**src/rtl/cordic_pkg.sv**
```systemverilog
`default_nettype none
// ============================================================================
//  Module      : cordic_pkg
//  Description : Shared types and helpers for the CORDIC arctangent feeder
//                and core. Holds the sample record and the frame-length and
//                saturation-limit helpers. It also holds the quadrant codes
//                that the core uses for pre-rotation.
//  Revision    : 1.0  initial release
// ============================================================================
package cordic_pkg;

  // Width of one input coordinate carried in sample_t.
  localparam int unsigned c_SAMPLE_W = 16;

  typedef struct packed {
    logic signed [c_SAMPLE_W-1:0] x;
    logic signed [c_SAMPLE_W-1:0] y;
  } sample_t;

  // Quadrant codes used by the core's pre-rotation stage.
  localparam logic [1:0] c_QUAD_I   = 2'd0;
  localparam logic [1:0] c_QUAD_II  = 2'd1;
  localparam logic [1:0] c_QUAD_III = 2'd2;
  localparam logic [1:0] c_QUAD_IV  = 2'd3;

  // Clocks per core frame.
  function automatic int unsigned frame_len(input int unsigned cycles);
    return 32'd1 << cycles;
  endfunction

  // Largest magnitude handed to the core. Two bits of headroom cover the
  // ~1.65 CORDIC gain and keep the negative limit negatable.
  function automatic longint sat_max(input int unsigned data_width);
    return (64'sd1 <<< (data_width - 2)) - 64'sd1;
  endfunction

endpackage
`default_nettype wire

```
**src/rtl/cordic_feed_fifo.sv**
```systemverilog
`default_nettype none
// ============================================================================
//  Module      : cordic_feed_fifo
//  Description : Synchronous FIFO of sample_t used to buffer the feeder input.
//                It does not push while full, even when a pop happens on the
//                same edge. clr flushes the FIFO and drops a push on the same
//                edge. A simultaneous push and pop leave the level unchanged.
//  Ports       : clk, rst_n (sync, active-low), i_clr (sync flush),
//                i_push/i_data (write), i_pop (read), o_head (current head),
//                o_full, o_empty, o_level (occupancy 0..DEPTH)
//  Revision    : 1.0  initial release
// ============================================================================
module cordic_feed_fifo
  import cordic_pkg::*;
#(
  parameter int DEPTH = 4
) (
  input  logic                     clk,
  input  logic                     rst_n,
  input  logic                     i_clr,
  input  logic                     i_push,
  input  sample_t                  i_data,
  input  logic                     i_pop,
  output sample_t                  o_head,
  output logic                     o_full,
  output logic                     o_empty,
  output logic [$clog2(DEPTH):0]   o_level
);

  localparam int c_AW = $clog2(DEPTH);

  sample_t          r_mem [DEPTH];
  logic [c_AW:0]    r_wr_ptr;
  logic [c_AW:0]    r_rd_ptr;
  logic [c_AW:0]    w_level;
  logic             w_do_push;
  logic             w_do_pop;

  // Pointers carry one extra wrap bit, so their difference is the true level.
  assign w_level   = r_wr_ptr - r_rd_ptr;
  assign o_level   = w_level;
  assign o_full    = (w_level == (c_AW+1)'(DEPTH));
  assign o_empty   = (w_level == '0);
  assign o_head    = r_mem[r_rd_ptr[c_AW-1:0]];

  assign w_do_push = i_push && !o_full && !i_clr;
  assign w_do_pop  = i_pop  && !o_empty && !i_clr;

  always_ff @(posedge clk) begin
    if (!rst_n) begin
      r_wr_ptr <= '0;
      r_rd_ptr <= '0;
    end else if (i_clr) begin
      r_wr_ptr <= '0;
      r_rd_ptr <= '0;
    end else begin
      if (w_do_push) r_wr_ptr <= r_wr_ptr + 1'b1;
      if (w_do_pop)  r_rd_ptr <= r_rd_ptr + 1'b1;
    end
  end

  // Storage needs no reset; the pointers define which entries are valid.
  always_ff @(posedge clk) begin
    if (w_do_push) r_mem[r_wr_ptr[c_AW-1:0]] <= i_data;
  end

endmodule
`default_nettype wire

```
**src/rtl/cordic_atan_feeder.sv**
```systemverilog
`default_nettype none
// ============================================================================
//  Module      : cordic_atan_feeder
//  Description : Upstream stage of the CORDIC arctangent core. Buffers (x,y)
//                samples and pops one per 2**CYCLES-clock frame, on the last
//                phase of the frame. Each popped sample is pre-scaled by
//                <<EXPAND_BIT. x_out/y_out stay stable while frame_cnt==0,
//                which is when the core latches them. cur_real marks the
//                frames that carry a real sample.
//  Config      : CORDIC_FEED_SAT_EN - when defined, the scaled values saturate
//                to +/-(2**(DATA_WIDTH-2)-1). Otherwise they are truncated.
//  Ports       : clk, rst_n (sync, active-low), clr (sync flush),
//                s_valid/s_ready/s_x/s_y (input stream),
//                x_out/y_out (scaled operands to core), frame_cnt (phase),
//                cur_real (frame holds a real sample), level (buffer count)
//  Revision    : 1.0  initial release
// ============================================================================
module cordic_atan_feeder
  import cordic_pkg::*;
#(
  parameter int DATA_WIDTH = 32,
  parameter int IN_WIDTH   = 16,
  parameter int EXPAND_BIT = 16,
  parameter int CYCLES     = 5,
  parameter int FIFO_DEPTH = 4
) (
  input  logic                          clk,
  input  logic                          rst_n,
  input  logic                          clr,
  input  logic                          s_valid,
  output logic                          s_ready,
  input  logic [IN_WIDTH-1:0]           s_x,
  input  logic [IN_WIDTH-1:0]           s_y,
  output logic [DATA_WIDTH-1:0]         x_out,
  output logic [DATA_WIDTH-1:0]         y_out,
  output logic [CYCLES-1:0]             frame_cnt,
  output logic                          cur_real,
  output logic [$clog2(FIFO_DEPTH):0]   level
);

  localparam int unsigned     c_FRAME_LEN = frame_len(CYCLES);
  localparam logic [CYCLES-1:0] c_LAST    = CYCLES'(c_FRAME_LEN - 1);
  localparam int              c_WW        = DATA_WIDTH + EXPAND_BIT;

`ifdef CORDIC_FEED_SAT_EN
  localparam logic signed [c_WW-1:0] c_SAT_POS = c_WW'(sat_max(DATA_WIDTH));
  localparam logic signed [c_WW-1:0] c_SAT_NEG = -c_SAT_POS;
`endif

  // Sign-extend to the full product width, shift, then narrow.
  function automatic logic [DATA_WIDTH-1:0] scale_coord(
    input logic signed [IN_WIDTH-1:0] s
  );
    logic signed [c_WW-1:0] w;
    w = c_WW'(s);
    w = w <<< EXPAND_BIT;
`ifdef CORDIC_FEED_SAT_EN
    if (w > c_SAT_POS)      return c_SAT_POS[DATA_WIDTH-1:0];
    else if (w < c_SAT_NEG) return c_SAT_NEG[DATA_WIDTH-1:0];
    else                    return w[DATA_WIDTH-1:0];
`else
    return w[DATA_WIDTH-1:0];
`endif
  endfunction

  logic [CYCLES-1:0]     r_frame_cnt;
  logic [DATA_WIDTH-1:0] r_x_out;
  logic [DATA_WIDTH-1:0] r_y_out;
  logic                  r_pend_real;
  logic                  r_cur_real;

  sample_t               w_push_data;
  sample_t               w_head;
  logic                  w_full;
  logic                  w_empty;
  logic                  w_pop_edge;
  logic                  w_frame_start;
  logic                  w_fifo_pop;
  logic [DATA_WIDTH-1:0] w_x_scaled;
  logic [DATA_WIDTH-1:0] w_y_scaled;

  assign w_push_data.x = s_x;
  assign w_push_data.y = s_y;
  assign w_pop_edge    = (r_frame_cnt == c_LAST);
  assign w_frame_start = (r_frame_cnt == '0);
  assign w_fifo_pop    = w_pop_edge;
  assign w_x_scaled    = scale_coord(w_head.x);
  assign w_y_scaled    = scale_coord(w_head.y);

  cordic_feed_fifo #(
    .DEPTH (FIFO_DEPTH)
  ) u_fifo (
    .clk     (clk),
    .rst_n   (rst_n),
    .i_clr   (clr),
    .i_push  (s_valid),
    .i_data  (w_push_data),
    .i_pop   (w_fifo_pop),
    .o_head  (w_head),
    .o_full  (w_full),
    .o_empty (w_empty),
    .o_level (level)
  );

  always_ff @(posedge clk) begin
    if (!rst_n) begin
      r_frame_cnt <= '0;
      r_x_out     <= '0;
      r_y_out     <= '0;
      r_pend_real <= 1'b0;
      r_cur_real  <= 1'b0;
    end else begin
      // The frame counter free-runs so it stays aligned with the core.
      r_frame_cnt <= r_frame_cnt + 1'b1;
      if (clr) begin
        r_pend_real <= 1'b0;
        r_cur_real  <= 1'b0;
      end else begin
        if (w_pop_edge) begin
          if (!w_empty) begin
            r_x_out     <= w_x_scaled;
            r_y_out     <= w_y_scaled;
            r_pend_real <= 1'b1;
          end else begin
            r_pend_real <= 1'b0;
          end
        end
        // Delay by one frame phase so the flag covers the core's result window.
        if (w_frame_start) r_cur_real <= r_pend_real;
      end
    end
  end

  assign s_ready   = !w_full;
  assign x_out     = r_x_out;
  assign y_out     = r_y_out;
  assign frame_cnt = r_frame_cnt;
  assign cur_real  = r_cur_real;

endmodule
`default_nettype wire

```
**config.mk**
```make
export PLATFORM = sky130hd
export DESIGN_NAME = cordic_atan_feeder
export DESIGN_NICKNAME = d
export VERILOG_FILES = /design/src/rtl/cordic_pkg.sv /design/src/rtl/cordic_feed_fifo.sv /design/src/rtl/cordic_atan_feeder.sv
export SDC_FILE = /design/constraint.sdc
export NUM_CORES = 1
export LEC_CHECK = 0
export ABC_AREA = 1
export CORE_MARGIN = 5
export CORE_UTILIZATION = 60
export CTS_BUF_LIST = sky130_fd_sc_hd__clkbuf_4 sky130_fd_sc_hd__clkbuf_8
export DETAILED_ROUTE_END_ITERATION = 10
export PLACE_DENSITY = 0.85
export SLEW_MARGIN = 20
export SYNTH_ARGS = -nofsm -noshare
export SYNTH_HDL_FRONTEND = slang
export SYNTH_SLANG_ARGS = --single-unit
```
**constraint.sdc**
```tcl
create_clock -name clk -period 7 [get_ports clk]
set_input_delay 1.4 -clock clk [delete_from_list [all_inputs] [get_ports clk]]
set_output_delay 1.4 -clock clk [all_outputs]
set_load 0.03 [all_outputs]
```
==> results.cfg <==
[outcome]
outcome = completed

[cells_and_area]
syn_to_final_growth_pct = 16.25
finalNonFillerCells = 881
diodes = 0
nets = 772
mostFrequentLayoutCells = nor2_1, edfxtp_1, nand2_1
design_area_um2 = 8183
final_common_cell = nor2_1
drive_gt1_share_pct = 6.098

[setup_path]
critPathLaunchType = flop
critPathMaxStageDelay_ns = 0.72
cp_max_fo = 68
rr_worst_depth = 10
worstPathCellList = buf_4, ha_1, fa_1, inv_1, nand2_1, nand2_1, nand2_1, nand3_1, clkdlybuf4s50_1
criticalPathCategory = flop to primary output
worstSetupEndpointType = primary output
arrival_ns = 3.01
cp_common_cell = nand2_1
slowest_stage = clkdlybuf4s50_1
required_ns = 5.60

[floorplan]
ios = 110
die_y_um = 118.3
initial_utilization_pct = 61.39
die_width_um = 118.3
core_um2 = 11470
die_area_um2 = 14000
rows = 39

[clocking]
post-cts-setup-buffers = 0
cts_hold_buf = 0
clk_latency_ns = 0.45
htreeDepth = 4
cts.repair.resized = 0
cts_buffers = 17
cts_sinks = 173
path_clk_slew_ns = 0.08
clockBufferDepth = 2
cts_tree = done
cts_root_buf = clkbuf_8

[placement]
place.gp.congestion = 0.8311
dpl_worst_slack_ns = 3.059
placed_area_um2 = 7744
hpwlAfterDp_mm = 8.327
io_buffers = 77
dp_cells = 849

[pwr]
p_per_area_nw_per_um2 = 240.7
total_power_mw = 1.969
total_leakage_power_nw = 3.250
max-vdd-ir-drop_mv = 0.1634

[sta]
setup_ws_ns = 2.590
slew_viol_final = 0
fin_crit_sh_pct = 63.00
fmax_ghz = 0.2268
finalSetupViolCount = 0
hold_viol = 0
tns_ns = 0
period_minus_slack_ns = 4.410
max_slew.worst_pin.slew_ns = 1.041
rsz0062_at_grt = no
slew_headroom_pct = 30.45
finClkSkew_ns = 0.01395

[grt]
grt_pass1_vias = 4715
track_usage_pct = 20.30
grt_overflow = 0
grt_max_degree = 69
grt_pass1_wl_mm = 22.79
antenna_found_initial = 0

[detailed_routing]
routed_wl_mm = 14.29
via_per_inst = 5.373
first_pass_iters = 5
wire_per_inst_um = 16.22
drcViolationCount = 0
route.vias.total = 4734
first_iter_violations = 390
antenna_left = 0

[logic_synthesis]
syn_inst = 657
syn_avg_cell_area_um2 = 10.71
ys_ff_latch = 173
synth_warnings = 0
yosysUniqueCellTypes = 22
netlist_area_um2 = 7039
yosysTopAreaCell = edfxtp_1
synthTopCellsByArea = edfxtp_1, dfxtp_1, nor2_1
seq_area_frac_synth_pct = 67.40
synth_top_area_share_pct = 54.60

[job]
drv_cap = 0

[min_path]
min_path_type = flop to flop
min_path_cells = 2
-- per-stage QoR --
stage | utilization (%) | hold slack [ns]
after detailed placement | 67.53 | 0.4501
after floorplan | - | 0.4403
after global routing | 71.36 | 0.4897
after CTS | 71.36 | 0.4546
final | 71.36 | 0.4546
after global placement | 67.53 | 0.4351
-- cell families (layout without fill, tap and decap cells) --
logic type                 Yosys count  count (layout)  share of synthesized area (%)
and+or+nand+nor                    248             248                          13.60
AOI/OAI and AO/OA                  103             103                          7.892
other                                1              32                        0.05327
buffers and inverters              120             170                          8.870
DFF                                173             173                          67.40
adders and majority gates           11              11                          2.062
xor gates and xnor gates             1               1                         0.1244
-- critical path: cells and delay by family, from the launching register on --
| family | cells | cell delay (ns) |
|---|---|---|
| buffers and inverters | 3 | 1.14 |
| adder cells (fa/ha/maj) | 2 | 0.73 |
| AND/OR/NAND/NOR | 4 | 0.37 |
| flip-flops | 1 | 0.32 |
-- final cells by class --
class | instances | area [um^2]
fill | 755 | 3284
timing repair buffer | 81 | 795.8
tap | 143 | 178.9
clock inverter | 8 | 140.1
clock buffer | 24 | 299.0
sequential | 173 | 4746
multi-input combinational | 395 | 1809
inverter | 57 | 214.0
-- layer usage --
metal / track usage [%] / vias to the layer above / wire, um
li1: - / 2253 / -
met1: 23.98 / 2272 / 5655
met2: 35.48 / 177 / 7465
met3: 5.110 / 32 / 857
met4: 8.244 / 0 / 312
met5: 0 / - / 0
-- cell usage after synthesis --
master and n:
o21ai_0 66, o22ai_1 32, nand2_1 91, fa_1 1, a21oi_1 5, nand3_2 2
buf_1 1, inv_1 55, dfxtp_1 45, conb_1 1, edfxtp_1 128, buf_6 1
inv_2 2, buf_2 10, nor2_1 145, buf_8 3, ha_1 10, nand4_1 1
xor2_1 1, buf_4 32, clkbuf_1 16, nand3_1 9
-- flip-flops by register name, indices dropped and copies added (netlist names) --
| signal | count |
|---|---|
| u_fifo.r_rd_ptr | 3 |
| y_out | 16 |
| cur_real | 1 |
| frame_cnt | 5 |
| u_fifo.r_mem | 128 |
| x_out | 16 |
| r_pend_real | 1 |
| u_fifo.r_wr_ptr | 3 |
-- path summary, 6_finish.rpt --
path                 startpoint                   to  slack [ns]
max          u_fifo.r_rd_ptr[0]              s_ready        2.59
min                    cur_real             cur_real        0.45
max reg2reg  u_fifo.r_rd_ptr[0]  u_fifo.r_mem[1][12]        3.54
min reg2reg            cur_real             cur_real        0.45
-- power by group --
group / total [mW] / leakage (nW) / internal, mW / switching (mW)
registers: 1.12 / 1.53 / 1.12 / 0.00580
clock network: 0.753 / 0.232 / 0.426 / 0.327
logic: 0.0942 / 1.49 / 0.0296 / 0.0646
total: 1.97 / 3.25 / 1.57 / 0.398
No activity file was read; power rests on OpenSTA's default activity.
